`config.mk`:
```
export PLATFORM = sky130hd
export DESIGN_NAME = esc_setpoint_ctrl
export DESIGN_NICKNAME = d
export VERILOG_FILES = /design/src/rtl/esc_setpoint_ctrl.sv
export SDC_FILE = /design/constraint.sdc
export NUM_CORES = 1
export LEC_CHECK = 0
export ABC_AREA = 1
export BUFFER_PORTS_ARGS = -buffer_cell sky130_fd_sc_hd__buf_2
export CAP_MARGIN = 20
export CELL_PAD_IN_SITES_DETAIL_PLACEMENT = 2
export CELL_PAD_IN_SITES_GLOBAL_PLACEMENT = 2
export CORE_MARGIN = 5
export CORE_UTILIZATION = 34
export CTS_CLUSTER_SIZE = 28
export DETAILED_ROUTE_END_ITERATION = 12
export PLACE_DENSITY = 0.82
export SYNTH_ARGS = -nofsm -noshare
export SYNTH_HDL_FRONTEND = slang
export SYNTH_SLANG_ARGS = --single-unit
```
`constraint.sdc`:
```
create_clock -name clk -period 2.7 [get_ports clk]
set_clock_uncertainty 0.1 [all_clocks]
set_input_delay 0.405 -clock clk [delete_from_list [all_inputs] [get_ports clk]]
set_output_delay 0.405 -clock clk [all_outputs]
set_load 0.005 [all_outputs]
```
`src/rtl/esc_setpoint_ctrl.sv`:
```
// Multi-channel ESC setpoint controller: per-channel speed target and offset with
// saturating inc/dec commands, and a rate-limited SPEED slew toward each target.
module esc_setpoint_ctrl #(
  parameter int unsigned NUM_CH    = 4,
  parameter int unsigned SPD_W     = 11,
  parameter int unsigned OFF_W     = 10,
  parameter int unsigned SPD_STEP  = 128,
  parameter int unsigned OFF_STEP  = 32,
  parameter int unsigned RAMP_DIV  = 50000,
  parameter int unsigned RAMP_STEP = 8,
  localparam int unsigned CH_W     = (NUM_CH > 1) ? $clog2(NUM_CH) : 1
) (
  input  logic                      clk,
  input  logic                      rst_n,
  input  logic                      inc,
  input  logic                      dec,
  input  logic                      sel_speed,
  input  logic [CH_W-1:0]           ch_sel,
  input  logic                      zero_all,
  output logic [NUM_CH*SPD_W-1:0]   SPEED,
  output logic [NUM_CH*OFF_W-1:0]   OFF,
  output logic [NUM_CH-1:0]         busy
);

  localparam int unsigned CNT_W = $clog2(RAMP_DIV);
  localparam int unsigned SW1   = SPD_W + 1;
  localparam int unsigned OW1   = OFF_W + 1;

  localparam logic [SW1-1:0]   SPD_MAX  = {1'b0, {SPD_W{1'b1}}};
  localparam logic [SW1-1:0]   SPD_INC  = SW1'(SPD_STEP);
  localparam logic [OW1-1:0]   OFF_MAX  = {1'b0, {OFF_W{1'b1}}};
  localparam logic [OW1-1:0]   OFF_INC  = OW1'(OFF_STEP);
  localparam logic [SPD_W-1:0] RSTEP    = SPD_W'(RAMP_STEP);
  localparam logic [CNT_W-1:0] CNT_LAST = CNT_W'(RAMP_DIV - 1);

  localparam logic [1:0] HOLD  = 2'd0;
  localparam logic [1:0] ACCEL = 2'd1;
  localparam logic [1:0] DECEL = 2'd2;

  logic [CNT_W-1:0] cnt_q, cnt_d;
  logic             tick_c;
  logic             cmd_c;
  logic [NUM_CH-1:0] sel_hit_c;
  logic [1:0]       ramp_st_c [NUM_CH];

  logic [SPD_W-1:0] tgt_q [NUM_CH];
  logic [SPD_W-1:0] tgt_d [NUM_CH];
  logic [SPD_W-1:0] spd_q [NUM_CH];
  logic [SPD_W-1:0] spd_d [NUM_CH];
  logic [OFF_W-1:0] off_q [NUM_CH];
  logic [OFF_W-1:0] off_d [NUM_CH];

  // Saturating step helpers; one bit of headroom keeps the sum from wrapping.
  function automatic logic [SPD_W-1:0] spd_up(input logic [SPD_W-1:0] v);
    logic [SW1-1:0] s;
    s = {1'b0, v} + SPD_INC;
    return (s > SPD_MAX) ? SPD_MAX[SPD_W-1:0] : s[SPD_W-1:0];
  endfunction

  function automatic logic [SPD_W-1:0] spd_dn(input logic [SPD_W-1:0] v);
    return ({1'b0, v} < SPD_INC) ? '0 : SPD_W'({1'b0, v} - SPD_INC);
  endfunction

  function automatic logic [OFF_W-1:0] off_up(input logic [OFF_W-1:0] v);
    logic [OW1-1:0] s;
    s = {1'b0, v} + OFF_INC;
    return (s > OFF_MAX) ? OFF_MAX[OFF_W-1:0] : s[OFF_W-1:0];
  endfunction

  function automatic logic [OFF_W-1:0] off_dn(input logic [OFF_W-1:0] v);
    return ({1'b0, v} < OFF_INC) ? '0 : OFF_W'({1'b0, v} - OFF_INC);
  endfunction

  assign tick_c = (cnt_q == CNT_LAST);
  assign cmd_c  = !zero_all && (inc ^ dec);

  // Channel decode; an out-of-range ch_sel matches no channel and is dropped.
  always_comb begin
    sel_hit_c = '0;
    for (int k = 0; k < NUM_CH; k++) begin
      sel_hit_c[k] = (ch_sel == CH_W'(k));
      if (spd_q[k] < tgt_q[k])      ramp_st_c[k] = ACCEL;
      else if (spd_q[k] > tgt_q[k]) ramp_st_c[k] = DECEL;
      else                          ramp_st_c[k] = HOLD;
    end
  end

  // Ramp step uses the pre-command target; zero_all overrides everything.
  always_comb begin
    cnt_d = tick_c ? '0 : cnt_q + CNT_W'(1);
    for (int k = 0; k < NUM_CH; k++) begin
      tgt_d[k] = tgt_q[k];
      spd_d[k] = spd_q[k];
      off_d[k] = off_q[k];
      if (tick_c) begin
        case (ramp_st_c[k])
          ACCEL:   spd_d[k] = ((tgt_q[k] - spd_q[k]) > RSTEP) ? spd_q[k] + RSTEP : tgt_q[k];
          DECEL:   spd_d[k] = ((spd_q[k] - tgt_q[k]) > RSTEP) ? spd_q[k] - RSTEP : tgt_q[k];
          default: spd_d[k] = spd_q[k];
        endcase
      end
      if (zero_all) begin
        tgt_d[k] = '0;
        spd_d[k] = '0;
      end else if (cmd_c && sel_hit_c[k]) begin
        if (sel_speed) tgt_d[k] = inc ? spd_up(tgt_q[k]) : spd_dn(tgt_q[k]);
        else           off_d[k] = inc ? off_up(off_q[k]) : off_dn(off_q[k]);
      end
    end
  end

  always_ff @(posedge clk or negedge rst_n) begin
    if (!rst_n) begin
      cnt_q <= '0;
      for (int k = 0; k < NUM_CH; k++) begin
        tgt_q[k] <= '0;
        spd_q[k] <= '0;
        off_q[k] <= '0;
      end
    end else begin
      cnt_q <= cnt_d;
      for (int k = 0; k < NUM_CH; k++) begin
        tgt_q[k] <= tgt_d[k];
        spd_q[k] <= spd_d[k];
        off_q[k] <= off_d[k];
      end
    end
  end

  for (genvar g = 0; g < NUM_CH; g++) begin : g_out
    assign SPEED[g*SPD_W +: SPD_W] = spd_q[g];
    assign OFF[g*OFF_W +: OFF_W]   = off_q[g];
    assign busy[g]                 = (spd_q[g] != tgt_q[g]);
  end

endmodule

```
==> metrics, run 1 <==
CP top delay family=simple AND/OR/NAND/NOR gates; Achievable Freq=approximately 340 MHz; unrepaired setup endpoints after global routing=yes; Comb pwr share=about 80%; count leader, synth=nand2_1; Root Driver=clkbuf_16; vias in the first global route=about 15000; status=finished, violations left; fin crit share=108%; WL final=61000 um; Pins Over Slew Limit=0; sequential area share after synthesis=20.1%; clock slew at reported path FFs=about 0.08 ns; cell area after synthesis=approximately 12000 um2; PD cells=~1200 nW/um2; switching share of power=about three fifths; clock power share=8.2%; Tot GR Track Use=about a quarter; WP buf/inv=3; Mapped Nets=slightly above 2000; H-Tree Level Count=3; die area=approximately 39000 um2; CP dominant cell by count=nand2_1; area growth from synthesis to layout=28.0%; Hold Vio Cnt, Final=0; Syn Area/Cell=~6.2 um2; Post-Layout Cell Count=2597; post-route ant nets=0; global route overflow=0; leakage power total=8.00 nW; IO Pins=96; DR vias/cell=between 5 and 6; CP max stage delay=around 0.56 ns; highest-delay cell along the critical path=dfrtp_2; top cell types by occurrence after synthesis=nand2_1, inv_1, nand3_1; placed cell count=2530; Worst EP arrival=3.10 ns; Synth Register Bits=96; DP HPWL=39700 um; Total Nets Final=between 2000 and 2500; CTS tree=done; dominant cell type by area after synthesis=dfrtp_1; Core ar.=~35000 um2; Overall Power=between 15 and 20 mW; Peak VDD IR=0.435 mV; Post-synth EDFFs=0; largest net degree at the start of global routing=40; Cell Int Power=around 7.4 mW; port buffer count=95; reported net switching power=roughly 10 mW; Max FO, Critical Path=8; setup TNS=-2.47 ns; CP Launch Type=flop; Critical Path RT=between 2 and 3 ns; initial core utilization=34.5%; share of post-route cells with drive strength above 1=26.1%; first-pass GRT wire length=80000 um; CP cell instances=clkinvlp_4, buf_6, ha_2, nand2_1, nand2_1, a21boi_0, nand2_1, nand2_1, nand2_1, nor2_4, nand2_4, buf_6, nand3_2, nand2_2, nor2_2, nand2_1, nand2_1; vias=around 15000; DR WL/cell=between 20 and 25 um; WS Path Type=reg -> reg; die boundary height=slightly below 200 um; # rows=68; violated checks=negative setup slack; Setup crit end kind=flop; Layout fillers=between 4000 and 5000; initial antenna violation count=1; DR DRC count=0; clk_lat worst skew=about 0.38 ns; # setup viols final=23; min setup slack post-route=-0.205 ns; max_cap viols=0; CTS Buf Count=9; ys flop type=dfrtp_1; post-synthesis cell count=between 1500 and 2000; clock tree buffer depth=2; slew of the pin with the lowest slew margin=around 0.63 ns; gpl congestion=0.870; relative slew slack=between 50 and 60%; asr flop ratio synth=100%; Hold Crit Class=in -> reg; DR iter-0 viols=829; Synth area leaders=dfrtp_1, nand2_1, ha_1; Hold Slack=just under 0.4 ns; Synth top area share=20.1%; Die W=between 150 and 200 um; drt first pass iters=5; yosys warns=0; Reg power frac=between 10% and 20%; CTS Sinks=between 90 and 100; crit path time final=about 2.9 ns; number of unique standard cell types used by synthesis=51; Place WS=-0.258 ns; antenna cell count=0
cell usage in the layout (no fill, tap or decap), types with 58 or more instances in the layout:
master / count
nand2_1: 513
inv_1: 243
nand3_1: 240
buf_4: 142
nor2_1: 105
buf_2: 94
dfrtp_1: 90
nand2_2: 78
nand4_1: 65
ha_1: 62
xor2_1: 58
worst register-to-register path: stages (launching register included):
cell and delay (ns):
dfrtp_2 0.56, clkinvlp_4 0.18, buf_6 0.16, ha_2 0.19
nand2_1 0.09, nand2_1 0.10, a21boi_0 0.33, nand2_1 0.12
nand2_1 0.08, nand2_1 0.08, nor2_4 0.16, nand2_4 0.11
buf_6 0.13, nand3_2 0.06, nand2_2 0.07, nor2_2 0.13
nand2_1 0.08, nand2_1 0.11
state kept, by name (all words and copies together) (netlist names):
name / flops
cnt_q: 16
tgt_q: 20
SPEED: 36
OFF: 24
metal layers:
| layer | track usage (%) | wire length, um | vias to the layer above |
|---|---|---|---|
| met3 | 2.44 | 2130 | 177 |
| li1 | - | - | 6633 |
| met5 | 0 | 20 | - |
| met1 | 29.8 | 24200 | 7375 |
| met2 | 47.7 | 32200 | 415 |
| met4 | 6.24 | 2450 | 2 |
per-stage QoR:
step,util (%),instance area (um2)
after floorplan,-,11900
after global placement,39.0,13500
after detailed placement,39.0,13500
after CTS,40.3,13900
after global routing,44.2,15300
final,44.2,15300
power by group through the flow:
stage | registers, mW | clock network [mW] | logic (mW)
floorplan | 2.13 | 0 | 7.57
global placement | 2.06 | 0 | 10.7
detailed placement | 2.09 | 0 | 11.3
CTS | 2.07 | 1.46 | 11.6
global route | 2.13 | 1.53 | 15.4
finish | 2.09 | 1.47 | 14.3
worst paths after layout:
check                                        end  depth (start not counted)            startpoint  slack [ns]
max                        SPEED[43]$_DFFE_PN0P_                         17  tgt_q[5]$_DFFE_PN0P_       -0.20
min                          OFF[39]$_DFFE_PN0P_                          4             sel_speed        0.39
max reg2reg                SPEED[43]$_DFFE_PN0P_                         17  tgt_q[5]$_DFFE_PN0P_       -0.20
min reg2reg                   cnt_q[0]$_DFF_PN0_                          1    cnt_q[0]$_DFF_PN0_        0.43
max in group asynchronous  tgt_q[16]$_DFFE_PN0P_                          3                 rst_n        1.37
min in group asynchronous  tgt_q[18]$_DFFE_PN0P_                          2                 rst_n        0.43
logic make-up (layout without fill, tap and decap cells):
group,Yosys count,in the layout,synth area share (%)
compound gates,165,165,8.02
xor+xnor,77,77,5.78
fa+ha+maj,105,105,11.0
buf+inv,340,553,11.8
flops,96,96,20.1
mux,1,1,0.0839
simple gates,1143,1145,43.1
area by class of cell:
cell class | count | area, um2 | area share [%]
clock buffers | 10 | 239 | 1.57
clock inverters | 6 | 66.3 | 0.434
inverters | 283 | 1080 | 7.06
multi-input cells | 1493 | 9130 | 59.8
flip-flops and latches | 96 | 2410 | 15.8
well taps | 455 | 569 | 3.73
repair buffers | 254 | 1770 | 11.6
timing repair:
| action | 4_1_cts | 5_1_grt |
|---|---|---|
| pin swaps | 2 | 85 |
| cloned | 0 | 2 |
| setup endpoints to repair | 35 | 37 |
| hold endpoints to repair | 26 | 0 |
| setup buffers | 3 | 45 |
| hold buffers | 1 | 0 |
| resized for setup | 32 | 256 |
Note: power is estimated with default switching activity, not from simulation.
==> run 2: changes to the inputs <==
- REMOVE_ABC_BUFFERS: default -> 1
==> run 2 against run 1 <==
The run still ends with negative setup slack left. Via count grew 5.2%. Maximum frequency shrank 1.7%. Power grew 4.2%. Setup slack lost 0.050 ns. Core utilization grew 0.59 points. Global-route usage grew 3.1 points. Non-clock buffer count grew 7. Routed wire length grew 16%. Sequential cell count is the same. Highest routed layer is now met4.
==> metrics, run 2 (same netlist as run 1, synthesis figures left out) <==
status=finished, violations left; violated checks=negative setup slack; fin crit share=109%; Hold Vio Cnt, Final=0; DR WL/cell=27.2 um; commonest non-fill, non-tap cells in the layout=nand2_1, inv_1, nand3_1; highest-delay cell along the critical path=dfrtp_2; gpl congestion=0.874; placed cell count=approximately 2500; # setup viols final=35; slew of the pin with the lowest slew margin=between 0.7 and 0.8 ns; global route overflow=0; DR vias/cell=approximately 6; most common cell after layout, fill and taps aside=nand2_1; post-route cell area=between 15000 and 20000 um2; DR DRC count=0; CTS Buf Count=9; CP max stage delay=between 0.5 and 0.6 ns; PD cells=~1200 nW/um2; Largest register FFs=36; CP Launch Type=flop; Die W=197 um; leakage power total=8.04 nW; Total Nets Final=between 2000 and 2500; port buffer count=95; IO Pins=96; r2r worst-path depth=13; relative slew slack=about half; Setup crit end kind=flop; Worst EP arrival=between 3 and 4 ns; Hold Crit Class=in -> reg; crit path time final=about 3 ns; DP HPWL=around 40000 um; Root Driver=clkbuf_16; Tot GR Track Use=between 20 and 30%; clk_lat worst skew=approximately 0.4 ns; setup TNS=-3.73 ns; first-pass GRT wire length=88800 um; drt first pass iters=5; Achievable Freq=around 340 MHz; CTS tree=done; clock tree buffer depth=2; CP top delay family=simple AND/OR/NAND/NOR gates; Max FO, Critical Path=7; clock slew at reported path FFs=0.10 ns; WP buf/inv=3; worst hold stages=3; share of post-route cells with drive strength above 1=a little over a quarter; CP cell instances=clkinvlp_4, buf_12, buf_6, ha_2, o21ai_0, nand3_1, nor2_2, nand3_2, nor2_4, nand3_1, nand2_2, nor2_1, o21ai_1; initial antenna violation count=2; unrepaired setup endpoints after global routing=yes; max_cap viols=0; die boundary height=between 150 and 200 um; Critical Path RT=between 2 and 3 ns; vias in the first global route=around 16000; H-Tree Level Count=3; WL final=about 71000 um; DR iter-0 viols=approximately 970; vias=between 15000 and 20000; CP dominant cell by count=nand3_1; WS Path Type=reg -> reg; # rows=between 60 and 70; die area=about 40000 um2; initial core utilization=34.5%; fin util=44.8%; Layout fillers=4194; min setup slack post-route=-0.254 ns; Core ar.=roughly 35000 um2; Pins Over Slew Limit=0; Placed Area=13600 um2; Post-Layout Cell Count=roughly 2600; Peak VDD IR=around 0.7 mV; critical path depth in cells=13; post-route ant nets=0; largest net degree at the start of global routing=39; area growth from synthesis to layout=29.7%; CTS Sinks=96
[run 2: path summary, 6_finish.rpt]
check                                            from                    end  slack (ns)
max in group asynchronous                       rst_n   tgt_q[9]$_DFFE_PN0P_        1.33
worst min-delay path                              inc    OFF[25]$_DFFE_PN0P_        0.39
worst min register to register     cnt_q[0]$_DFF_PN0_     cnt_q[0]$_DFF_PN0_        0.43
worst max register to register  tgt_q[16]$_DFFE_PN0P_  SPEED[25]$_DFFE_PN0P_       -0.25
min in group asynchronous                       rst_n  SPEED[39]$_DFFE_PN0P_        0.44
worst max-delay path            tgt_q[16]$_DFFE_PN0P_  SPEED[25]$_DFFE_PN0P_       -0.25
[run 2: power by group]
group | internal (mW) | switching, mW | leakage [nW]
combinational | 4.91 | 9.93 | 6.65
clock | 0.747 | 0.829 | 0.154
sequential | 1.72 | 0.445 | 1.23
total | 7.38 | 11.2 | 8.04
[run 2: cell type report]
class | count | area [um2] | area share, %
tap | 455 | 569 | 3.68
clock buffer | 9 | 225 | 1.46
inverter | 283 | 1090 | 7.02
sequential | 96 | 2420 | 15.6
clock inverter | 7 | 87.6 | 0.566
antenna | 2 | 5.00 | 0.0324
multi-input combinational | 1492 | 9210 | 59.5
timing repair buffer | 261 | 1870 | 12.1
[run 2: metrics by stage]
step	total power [mW]	hold slack [ns]	worst slack, ns
final	18.6	0.386	-0.254
after global routing	19.6	0.370	-0.389
after CTS	15.6	0.327	0.000273
after detailed placement	13.7	0.285	-0.222
after global placement	12.8	0.284	0.0225
after floorplan	9.53	0.00941	0.202
[run 2: what timing repair did]
action	in CTS	in global routing
hold buffers	1	0
gates resized for setup	54	257
endpoints found under the hold margin	26	0
gates cloned	0	1
setup buffers	5	41
endpoints found under the setup margin	37	39
pin swaps	5	71
[run 2: worst min-delay path, delay by kind of cell]
| kind | cells | cell delay, ns |
|---|---|---|
| buf+inv | 1 | 0.21 |
| compound gates | 1 | 0.08 |
| simple gates | 1 | 0.12 |
[run 2: layer usage]
layer / wire [um] / global-route usage [%] / vias to the layer above
met2: 36200 / 51.7 / 612
met4: 3780 / 11.8 / 0
li1: - / - / 6635
met1: 27700 / 32.8 / 7839
met3: 3120 / 3.21 / 273
met5: 0 / 0 / -
